## src/rtl/i2c_segment_display_ctrl.sv

```systemverilog
// I2C target with a digit/control register file that drives a multiplexed
// multi-digit 7-segment display (hex-decode or raw-segment modes).
module i2c_segment_display_ctrl #(
    parameter logic [6:0]  I2C_ADDR   = 7'h2A,
    parameter int unsigned NUM_DIGITS = 4,
    parameter int unsigned MUX_DIV    = 1024
) (
    input  logic                  clk,
    input  logic                  rst_n,
    input  logic                  scl_in,
    input  logic                  sda_in,
    output logic                  sda_oe,
    output logic [7:0]            seg_out,
    output logic [NUM_DIGITS-1:0] digit_sel
);

    localparam int unsigned DW = (NUM_DIGITS > 1) ? $clog2(NUM_DIGITS) : 1;
    localparam int unsigned CW = $clog2(MUX_DIV);

    typedef enum logic [3:0] {
        S_IDLE, S_ADDR, S_ACK_A, S_PTR, S_ACK_P,
        S_WDATA, S_ACK_W, S_RDATA, S_ACKWAIT
    } state_t;

    // [0],[1] = synchroniser stages, [2] = previous value for edge detection
    logic [2:0] scl_sync_q, scl_sync_d;
    logic [2:0] sda_sync_q, sda_sync_d;

    state_t      state_q, state_d;
    logic [3:0]  bit_cnt_q, bit_cnt_d;
    logic [6:0]  shift_q, shift_d;
    logic [6:0]  tx_q, tx_d;
    logic [7:0]  ptr_q, ptr_d;
    logic        sda_oe_q, sda_oe_d;
    logic        ack_ph_q, ack_ph_d;
    logic        rw_q, rw_d;

    logic [7:0]  digit_q [NUM_DIGITS];
    logic [7:0]  digit_d [NUM_DIGITS];
    logic [1:0]  ctrl_q, ctrl_d;

    logic [CW-1:0]         mux_cnt_q, mux_cnt_d;
    logic [DW-1:0]         idx_q, idx_d;
    logic [NUM_DIGITS-1:0] digit_sel_q, digit_sel_d;
    logic [7:0]            seg_out_q, seg_out_d;

    logic       scl_rise, scl_fall, start_det, stop_det;
    logic       wr_en;
    logic [7:0] rx_byte, rd_byte, ptr_inc, cur_digit;

    function automatic logic [6:0] hex_glyph(input logic [3:0] n);
        case (n)
            4'h0: hex_glyph = 7'h3F;
            4'h1: hex_glyph = 7'h06;
            4'h2: hex_glyph = 7'h5B;
            4'h3: hex_glyph = 7'h4F;
            4'h4: hex_glyph = 7'h66;
            4'h5: hex_glyph = 7'h6D;
            4'h6: hex_glyph = 7'h7D;
            4'h7: hex_glyph = 7'h07;
            4'h8: hex_glyph = 7'h7F;
            4'h9: hex_glyph = 7'h6F;
            4'hA: hex_glyph = 7'h77;
            4'hB: hex_glyph = 7'h7C;
            4'hC: hex_glyph = 7'h39;
            4'hD: hex_glyph = 7'h5E;
            4'hE: hex_glyph = 7'h79;
            default: hex_glyph = 7'h71;
        endcase
    endfunction

    always_comb begin
        scl_sync_d = {scl_sync_q[1:0], scl_in};
        sda_sync_d = {sda_sync_q[1:0], sda_in};
    end

    assign scl_rise  =  scl_sync_q[1] & ~scl_sync_q[2];
    assign scl_fall  = ~scl_sync_q[1] &  scl_sync_q[2];
    assign start_det =  scl_sync_q[1] &  sda_sync_q[2] & ~sda_sync_q[1];
    assign stop_det  =  scl_sync_q[1] & ~sda_sync_q[2] &  sda_sync_q[1];
    assign rx_byte   = {shift_q, sda_sync_q[1]};
    assign ptr_inc   = (ptr_q >= 8'(NUM_DIGITS)) ? 8'h00 : ptr_q + 8'h01;

    always_comb begin
        rd_byte = '0;
        if (ptr_q < 8'(NUM_DIGITS))
            rd_byte = digit_q[ptr_q[DW-1:0]];
        else if (ptr_q == 8'(NUM_DIGITS))
            rd_byte = {6'b0, ctrl_q};
    end

    // Each ACK state sees two SCL falls: the first drives ACK low, the second
    // releases it (and, entering a read, presents the first data bit).
    always_comb begin
        state_d   = state_q;
        bit_cnt_d = bit_cnt_q;
        shift_d   = shift_q;
        tx_d      = tx_q;
        ptr_d     = ptr_q;
        sda_oe_d  = sda_oe_q;
        ack_ph_d  = ack_ph_q;
        rw_d      = rw_q;
        wr_en     = 1'b0;
        if (start_det) begin
            state_d   = S_ADDR;
            bit_cnt_d = '0;
            sda_oe_d  = 1'b0;
            ack_ph_d  = 1'b0;
        end else if (stop_det) begin
            state_d  = S_IDLE;
            sda_oe_d = 1'b0;
            ack_ph_d = 1'b0;
        end else begin
            case (state_q)
                S_ADDR, S_PTR, S_WDATA: begin
                    if (scl_rise) begin
                        shift_d   = rx_byte[6:0];
                        bit_cnt_d = bit_cnt_q + 4'd1;
                        if (bit_cnt_q == 4'd7) begin
                            bit_cnt_d = '0;
                            if (state_q == S_ADDR) begin
                                if (rx_byte[7:1] == I2C_ADDR) begin
                                    rw_d    = rx_byte[0];
                                    state_d = S_ACK_A;
                                end else begin
                                    state_d = S_IDLE;
                                end
                            end else if (state_q == S_PTR) begin
                                ptr_d   = rx_byte;
                                state_d = S_ACK_P;
                            end else begin
                                wr_en   = 1'b1;
                                ptr_d   = ptr_inc;
                                state_d = S_ACK_W;
                            end
                        end
                    end
                end
                S_ACK_A, S_ACK_P, S_ACK_W: begin
                    if (scl_fall) begin
                        if (!ack_ph_q) begin
                            sda_oe_d = 1'b1;
                            ack_ph_d = 1'b1;
                        end else begin
                            ack_ph_d = 1'b0;
                            sda_oe_d = 1'b0;
                            if (state_q == S_ACK_A && rw_q) begin
                                state_d  = S_RDATA;
                                tx_d     = rd_byte[6:0];
                                sda_oe_d = ~rd_byte[7];
                            end else if (state_q == S_ACK_A) begin
                                state_d = S_PTR;
                            end else begin
                                state_d = S_WDATA;
                            end
                        end
                    end
                end
                S_RDATA: begin
                    if (scl_rise) begin
                        bit_cnt_d = bit_cnt_q + 4'd1;
                    end else if (scl_fall) begin
                        if (bit_cnt_q == 4'd8) begin
                            sda_oe_d  = 1'b0;
                            bit_cnt_d = '0;
                            state_d   = S_ACKWAIT;
                        end else begin
                            tx_d     = {tx_q[5:0], 1'b0};
                            sda_oe_d = ~tx_q[6];
                        end
                    end
                end
                S_ACKWAIT: begin
                    if (scl_rise) begin
                        if (sda_sync_q[1]) begin
                            state_d = S_IDLE;
                        end else begin
                            ptr_d    = ptr_inc;
                            ack_ph_d = 1'b1;
                        end
                    end else if (scl_fall && ack_ph_q) begin
                        ack_ph_d = 1'b0;
                        state_d  = S_RDATA;
                        tx_d     = rd_byte[6:0];
                        sda_oe_d = ~rd_byte[7];
                    end
                end
                default: ;
            endcase
        end
    end

    always_comb begin
        digit_d = digit_q;
        ctrl_d  = ctrl_q;
        if (wr_en) begin
            if (ptr_q < 8'(NUM_DIGITS))
                digit_d[ptr_q[DW-1:0]] = rx_byte;
            else if (ptr_q == 8'(NUM_DIGITS))
                ctrl_d = rx_byte[1:0];
        end
    end

    // Segment pattern is derived from the next digit index so digit_sel and
    // seg_out switch together.
    always_comb begin
        mux_cnt_d = mux_cnt_q + CW'(1);
        idx_d     = idx_q;
        if (mux_cnt_q == CW'(MUX_DIV - 1)) begin
            mux_cnt_d = '0;
            idx_d     = (idx_q == DW'(NUM_DIGITS - 1)) ? '0 : idx_q + DW'(1);
        end
        digit_sel_d        = '0;
        digit_sel_d[idx_d] = 1'b1;
        cur_digit          = digit_q[idx_d];
        if (ctrl_q[1])
            seg_out_d = '0;
        else if (ctrl_q[0])
            seg_out_d = {cur_digit[7], hex_glyph(cur_digit[3:0])};
        else
            seg_out_d = cur_digit;
    end

    always_ff @(posedge clk) begin
        if (!rst_n) begin
            scl_sync_q  <= '1;
            sda_sync_q  <= '1;
            state_q     <= S_IDLE;
            bit_cnt_q   <= '0;
            shift_q     <= '0;
            tx_q        <= '0;
            ptr_q       <= '0;
            sda_oe_q    <= 1'b0;
            ack_ph_q    <= 1'b0;
            rw_q        <= 1'b0;
            digit_q     <= '{default: '0};
            ctrl_q      <= 2'b01;
            mux_cnt_q   <= '0;
            idx_q       <= '0;
            digit_sel_q <= NUM_DIGITS'(1);
            seg_out_q   <= '0;
        end else begin
            scl_sync_q  <= scl_sync_d;
            sda_sync_q  <= sda_sync_d;
            state_q     <= state_d;
            bit_cnt_q   <= bit_cnt_d;
            shift_q     <= shift_d;
            tx_q        <= tx_d;
            ptr_q       <= ptr_d;
            sda_oe_q    <= sda_oe_d;
            ack_ph_q    <= ack_ph_d;
            rw_q        <= rw_d;
            digit_q     <= digit_d;
            ctrl_q      <= ctrl_d;
            mux_cnt_q   <= mux_cnt_d;
            idx_q       <= idx_d;
            digit_sel_q <= digit_sel_d;
            seg_out_q   <= seg_out_d;
        end
    end

    assign sda_oe    = sda_oe_q;
    assign seg_out   = seg_out_q;
    assign digit_sel = digit_sel_q;

endmodule

```

## config.mk

```make
export PLATFORM = sky130hd
export DESIGN_NAME = i2c_segment_display_ctrl
export DESIGN_NICKNAME = d
export VERILOG_FILES = /design/src/rtl/i2c_segment_display_ctrl.sv
export SDC_FILE = /design/constraint.sdc
export NUM_CORES = 1
export LEC_CHECK = 0
export CAP_MARGIN = 20
export CORE_ASPECT_RATIO = 1.4
export CORE_UTILIZATION = 45
export DETAILED_ROUTE_END_ITERATION = 8
export PLACE_DENSITY = 0.69
export SLEW_MARGIN = 20
export SYNTH_ARGS = -nofsm -noshare
export SYNTH_HDL_FRONTEND = slang
export SYNTH_SLANG_ARGS = --single-unit
```

## constraint.sdc

```tcl
create_clock -name clk -period 3.83 [get_ports clk]
set_input_delay 0.766 -clock clk [delete_from_list [all_inputs] [get_ports clk]]
set_output_delay 0.766 -clock clk [all_outputs]
set_load 0.02 [all_outputs]
```

Yosys cells after proc, flatten, opt, wreduce, memory -nomap -nowiden. Memories as Yosys holds them, arrays and structs flattened. Cells that the tools add are included.

Add/sub/neg operators: 4. Magnitude comparators: 7. Eq/ne operators: 42. Mux-type cells: 79. Bitwise logic cells: 18. Reductions and logical operators: 27.

Operators by type and width (count): $mux 8 (13); $mux 4 (16); $mux 7 (9); $bmux 8 s2 (2); $bwmux 32 (1); $ne 2x2->1 const B (14); $ne 4x4->1 const B (7); $mux 1 (23); $pmux 7 s3 (1); $eq 4x3->1 const B (5); $reduce_and 10->1 (2); $demux 8 s2 (1); $pmux 4 s4 (1); $pmux 8 s2 (1); $ne 3x3->1 const B (5); $reduce_and 11->1 (1); $add 10x1->10 const B (1); $eq 10x10->1 const B (1); $mux 2 (5); $ne 5x5->1 const B (2); $not 1->1 (10); $reduce_or 3->1 (3); $add 8x1->8 const B (1); $eq 4x2->1 const B (2); other kinds (33) (50).

Register bits: 97. ROM bits: 112. Output and inout port bits: 13. Logic and storage cells: 198. Memories: 1.

Memory list: (no name shown) (words 16, bits a word 7, rd ports 1, clocked after memory_dff 0, write ports 0, RTL line 52) `case (n)`.

Logic depth before layout (Yosys ltp).
Word-level depth: 10. Gate-level depth with buffers: 11.

Least setup slack after synthesis. No wires, ideal clock.

Path type: register -> register. Start point: register mux_cnt_q[0]. End point: register seg_out_q[5] (netlist: seg_out[5]). Library setup time: 59 ps. Arrival: 2660 ps. Path slack: 1111 ps. Cell stages (with the launch flop): 10. Path buffers: 0. Period minus slack after synthesis: 2719 ps. Cells stage by stage: dfxtp_1 -> ha_1 -> nand3_2 -> nor3_4 -> mux2i_4 -> mux2_4 -> ha_1 -> mux2_1 -> a21oi_1 -> a22o_1.

Word-level cells in the longest chain between the ends: 8.

RTL lines: from (decl) (RTL line 42) `logic [CW-1:0] mux_cnt_q, mux_cnt_d;`; from (signal assigned) (RTL line 255) `mux_cnt_q <= mux_cnt_d;`; $eq 10x10->1 * (RTL line 209) `if (mux_cnt_q == CW'(MUX_DIV - 1)) begin`; $mux 2 * (RTL line 209); $not 2->3 (implied by the code) * (RTL line 215) `cur_digit = digit_q[idx_d];`; $bmux 8 s2 * (RTL line 215); $mux 8 (implied by the code) * (2 in series) (RTL line 215); $mem_v2 16x7; $mux 7 * (RTL line 218) `else if (ctrl_q[0])`; to (signal assigned) (RTL line 258) `seg_out_q <= seg_out_d;`; to (decl) (RTL line 45) `logic [7:0] seg_out_q, seg_out_d;`.

Every way passes the cells marked *; elsewhere a longest branch is shown, timed or not. The select of a mux whose other input is x is not followed. A chain may end at the register's enable or synchronous reset.

Worst setup path in the final report.
Start point: register mux_cnt_q[0]. End point: register seg_out_q[4] (netlist: seg_out[4]).

Same word-level chain as after synthesis.

==> results.sh <==
export IMPL_critical_path_class="flop to flop"
export IMPL_wire_per_inst_um=16.84
export IMPL_grt_ovfl_total=0
export IMPL_critPathTopFamily="simple AND/OR/NAND/NOR gates"
export IMPL_antenna_cells=0
export IMPL_critPathSlowestCell="mux2i_4"
export IMPL_path_common_cell="mux2i_4"
export IMPL_yosys_cell_count_top_type="dfxtp_1"
export IMPL_synth_edf_count=0
export IMPL_path_cells="ha_1 -> nand3_2 -> nor3_4 -> mux2i_4 -> buf_4 -> mux2i_4 -> nor2b_1 -> a21oi_1 -> a22o_1"
export IMPL_fp_dieH_um=130.8
export IMPL_status="completed"
export IMPL_drcViolationCount=0
export IMPL_syn_to_final_growth_pct=9.569
export IMPL_grt_pass1_vias=4157
export IMPL_clock_sinks=97
export IMPL_ys_top_cells_by_count="dfxtp_1, nand2_1, nand3_1, nor2_1, clkbuf_1"
export IMPL_cts_max_level=3
export IMPL_dieArea_mm2=0.01230
export IMPL_slew_violations=0
export IMPL_maxCapViolCount=0
export IMPL_finalSetupTns_ns=0
export IMPL_fmax_ghz=0.3194
export IMPL_place_area_mm2=0.005548
export IMPL_clock_path_buffers=2
export IMPL_synth_distinct_cells=75
export IMPL_tightest_slew_ns=0.8179
export IMPL_root_buffer="clkbuf_16"
export IMPL_fin_total_pwr_mw=2.370
export IMPL_syn_area_mm2=0.005335
export IMPL_drive_gt1_share_pct=7.843
export IMPL_critPathMaxFanout=13
export IMPL_ys_top_cells_by_area="dfxtp_1, nand2_1, a21boi_0, nand3_1, mux2i_1"
export IMPL_max_stage_delay_ns=0.46
export IMPL_fin_area_mm2=0.005846
export IMPL_via_count=4515
export IMPL_cts_tree="done"
export IMPL_drtIter0Drc=310
export IMPL_finalHoldViolations=0
export IMPL_grt_max_degree=43
export IMPL_async_flop_share_pct=0
export IMPL_boundaryPins=17
export IMPL_gp_congestion=0.8965
export IMPL_fin_worst_skew_ns=0.009978
export IMPL_hpwl_um=9213
export IMPL_setup_violations=0
export IMPL_syn_inst=616
export IMPL_grt_pass1_wl_um=20510
export IMPL_min_path_type="flop to flop"
export IMPL_worst_setup_path_end_kind="flop"
export IMPL_synthesis_nets=633
export IMPL_fillCellCount=1078
export IMPL_yosysTopAreaCellShare_pct=36.40
export IMPL_leakage_nw=2.146
export IMPL_path_buf_inv=1
export IMPL_numCtsBuffers=9
export IMPL_portBuffers=16
export IMPL_path_clk_slew_ns=0.07
export IMPL_track_usage_pct=21.46
export IMPL_cp_start_kind="flop"
export IMPL_maxSlewHeadroom_pct=45.40
export IMPL_pwr_density_cell_mw_per_mm2=405.5
export IMPL_synth_top_cell_by_area="dfxtp_1"
export IMPL_crit_arrival_ns=3.36
export IMPL_cts_hold_buffers=0
export IMPL_fin_nets=624
export IMPL_coreArea_mm2=0.01145
export IMPL_ys_seq_elements=97
export IMPL_rsz0062_at_grt="false"
export IMPL_syn_area_per_cell_um2=8.661
export IMPL_clk_latency_ns=0.34
export IMPL_die_x_um=94.03
export IMPL_post_cts_resize_count=0
export IMPL_wl_um=12730
export IMPL_yosys_warnings=0
export IMPL_antenna_found_initial=0
export IMPL_first_pass_iters=7
export IMPL_cts_setup_buffers=0
export IMPL_period_share_pct=81.74
export IMPL_detail_route_antenna_nets=0
export IMPL_initial_core_util_pct=46.58
export IMPL_vdd_drop_max_v=0.0002842
export IMPL_rows=46
export IMPL_viasPerCell=5.972
export IMPL_ys_flop_type="dfxtp_1"
export IMPL_post_route_min_period_ns=3.131
export IMPL_worstPathRequired_ns=4.06
export IMPL_yosysSeqAreaShare_pct=36.40
-- flip-flops by register name (all words and copies together), names as in the netlist --
| name | count |
|---|---|
| state_q | 4 |
| ack_ph_q | 1 |
| sda_oe | 1 |
| rw_q | 1 |
| ctrl_q | 2 |
| sda_sync_q | 3 |
| ptr_q | 8 |
| bit_cnt_q | 4 |
| tx_q | 7 |
| digit_q | 32 |
| digit_sel | 4 |
| idx_q | 2 |
| scl_sync_q | 3 |
| seg_out | 8 |
| mux_cnt_q | 10 |
| shift_q | 7 |
-- stage by stage --
stage	util, %	setup slack (ns)	cells	hold WS (ns)
floorplan	-	1.111	616	0.3863
global placement	48.44	0.8577	740	0.3888
detailed placement	48.44	0.7473	740	0.3922
CTS	51.04	0.7325	756	0.4089
global route	51.04	0.4401	756	0.4217
finish	51.04	0.6994	756	0.4066
-- layout by cell type, fill, tap and decap left out, drive strengths merged, types with 6 or more instances in the layout --
cell type	netlist	final
xor2	8	8
nand4	12	12
clkbuf	34	10
a211oi	6	6
a31oi	6	6
mux4	9	9
and2	7	7
buf	10	9
a21boi	37	37
nand2b	19	19
and3	9	9
mux2i	23	23
dfxtp	97	97
a21oi	17	17
nor3b	7	7
nand3	45	45
o221ai	8	8
nor2	35	35
inv	18	18
o31ai	7	7
nor2b	19	19
nand2	79	79
clkdlybuf4s50	0	15
o21ai	19	19
ha	13	13
nor3	8	8
-- logic make-up after synthesis --
| logic type | share of synthesized area, % |
|---|---|
| flip-flops | 36.40 |
| buffers and inverters | 4.761 |
| adder cells (fa/ha/maj) | 3.049 |
| AND/OR/NAND/NOR | 25.82 |
| AO/OA/AOI/OAI | 18.27 |
| XOR/XNOR | 2.111 |
| multiplexers | 9.592 |
-- where the power goes --
group / switching (mW) / internal (mW)
Combinational: 0.210 / 0.155
Clock: 0.393 / 0.508
Sequential: 0.0654 / 1.04
Total: 0.669 / 1.70
-- per-layer routing --
layer	GRT usage (%)	share of wire, %
met2	38.30	51
met5	0	0
met1	24.62	42
met4	11.95	3.9
met3	2.720	3.7
-- path summary, 6_finish.rpt --
path	start	end	slack, ns	depth (start not counted)
hold reg to reg	scl_sync_q[0]$_SDFF_PN1_	scl_sync_q[1]$_SDFF_PN1_	0.41	1
setup / recovery	mux_cnt_q[0]$_SDFF_PP0_	seg_out[4]$_SDFF_PP0_	0.70	9
hold / removal	scl_sync_q[0]$_SDFF_PN1_	scl_sync_q[1]$_SDFF_PN1_	0.41	1
setup reg to reg	mux_cnt_q[0]$_SDFF_PP0_	seg_out[4]$_SDFF_PP0_	0.70	9
-- cell type report --
cell class,instances,area (µm²),share of cell area (%)
Clock buffer,10,229.0,3.917
Multi-Input combinational cell,456,3139,53.70
Sequential cell,97,1942,33.22
Tap cell,144,180.2,3.082
Inverter,19,71.32,1.220
Clock inverter,6,68.82,1.177
Timing Repair Buffer,24,215.2,3.681
No activity file was read; power rests on OpenSTA's default activity.
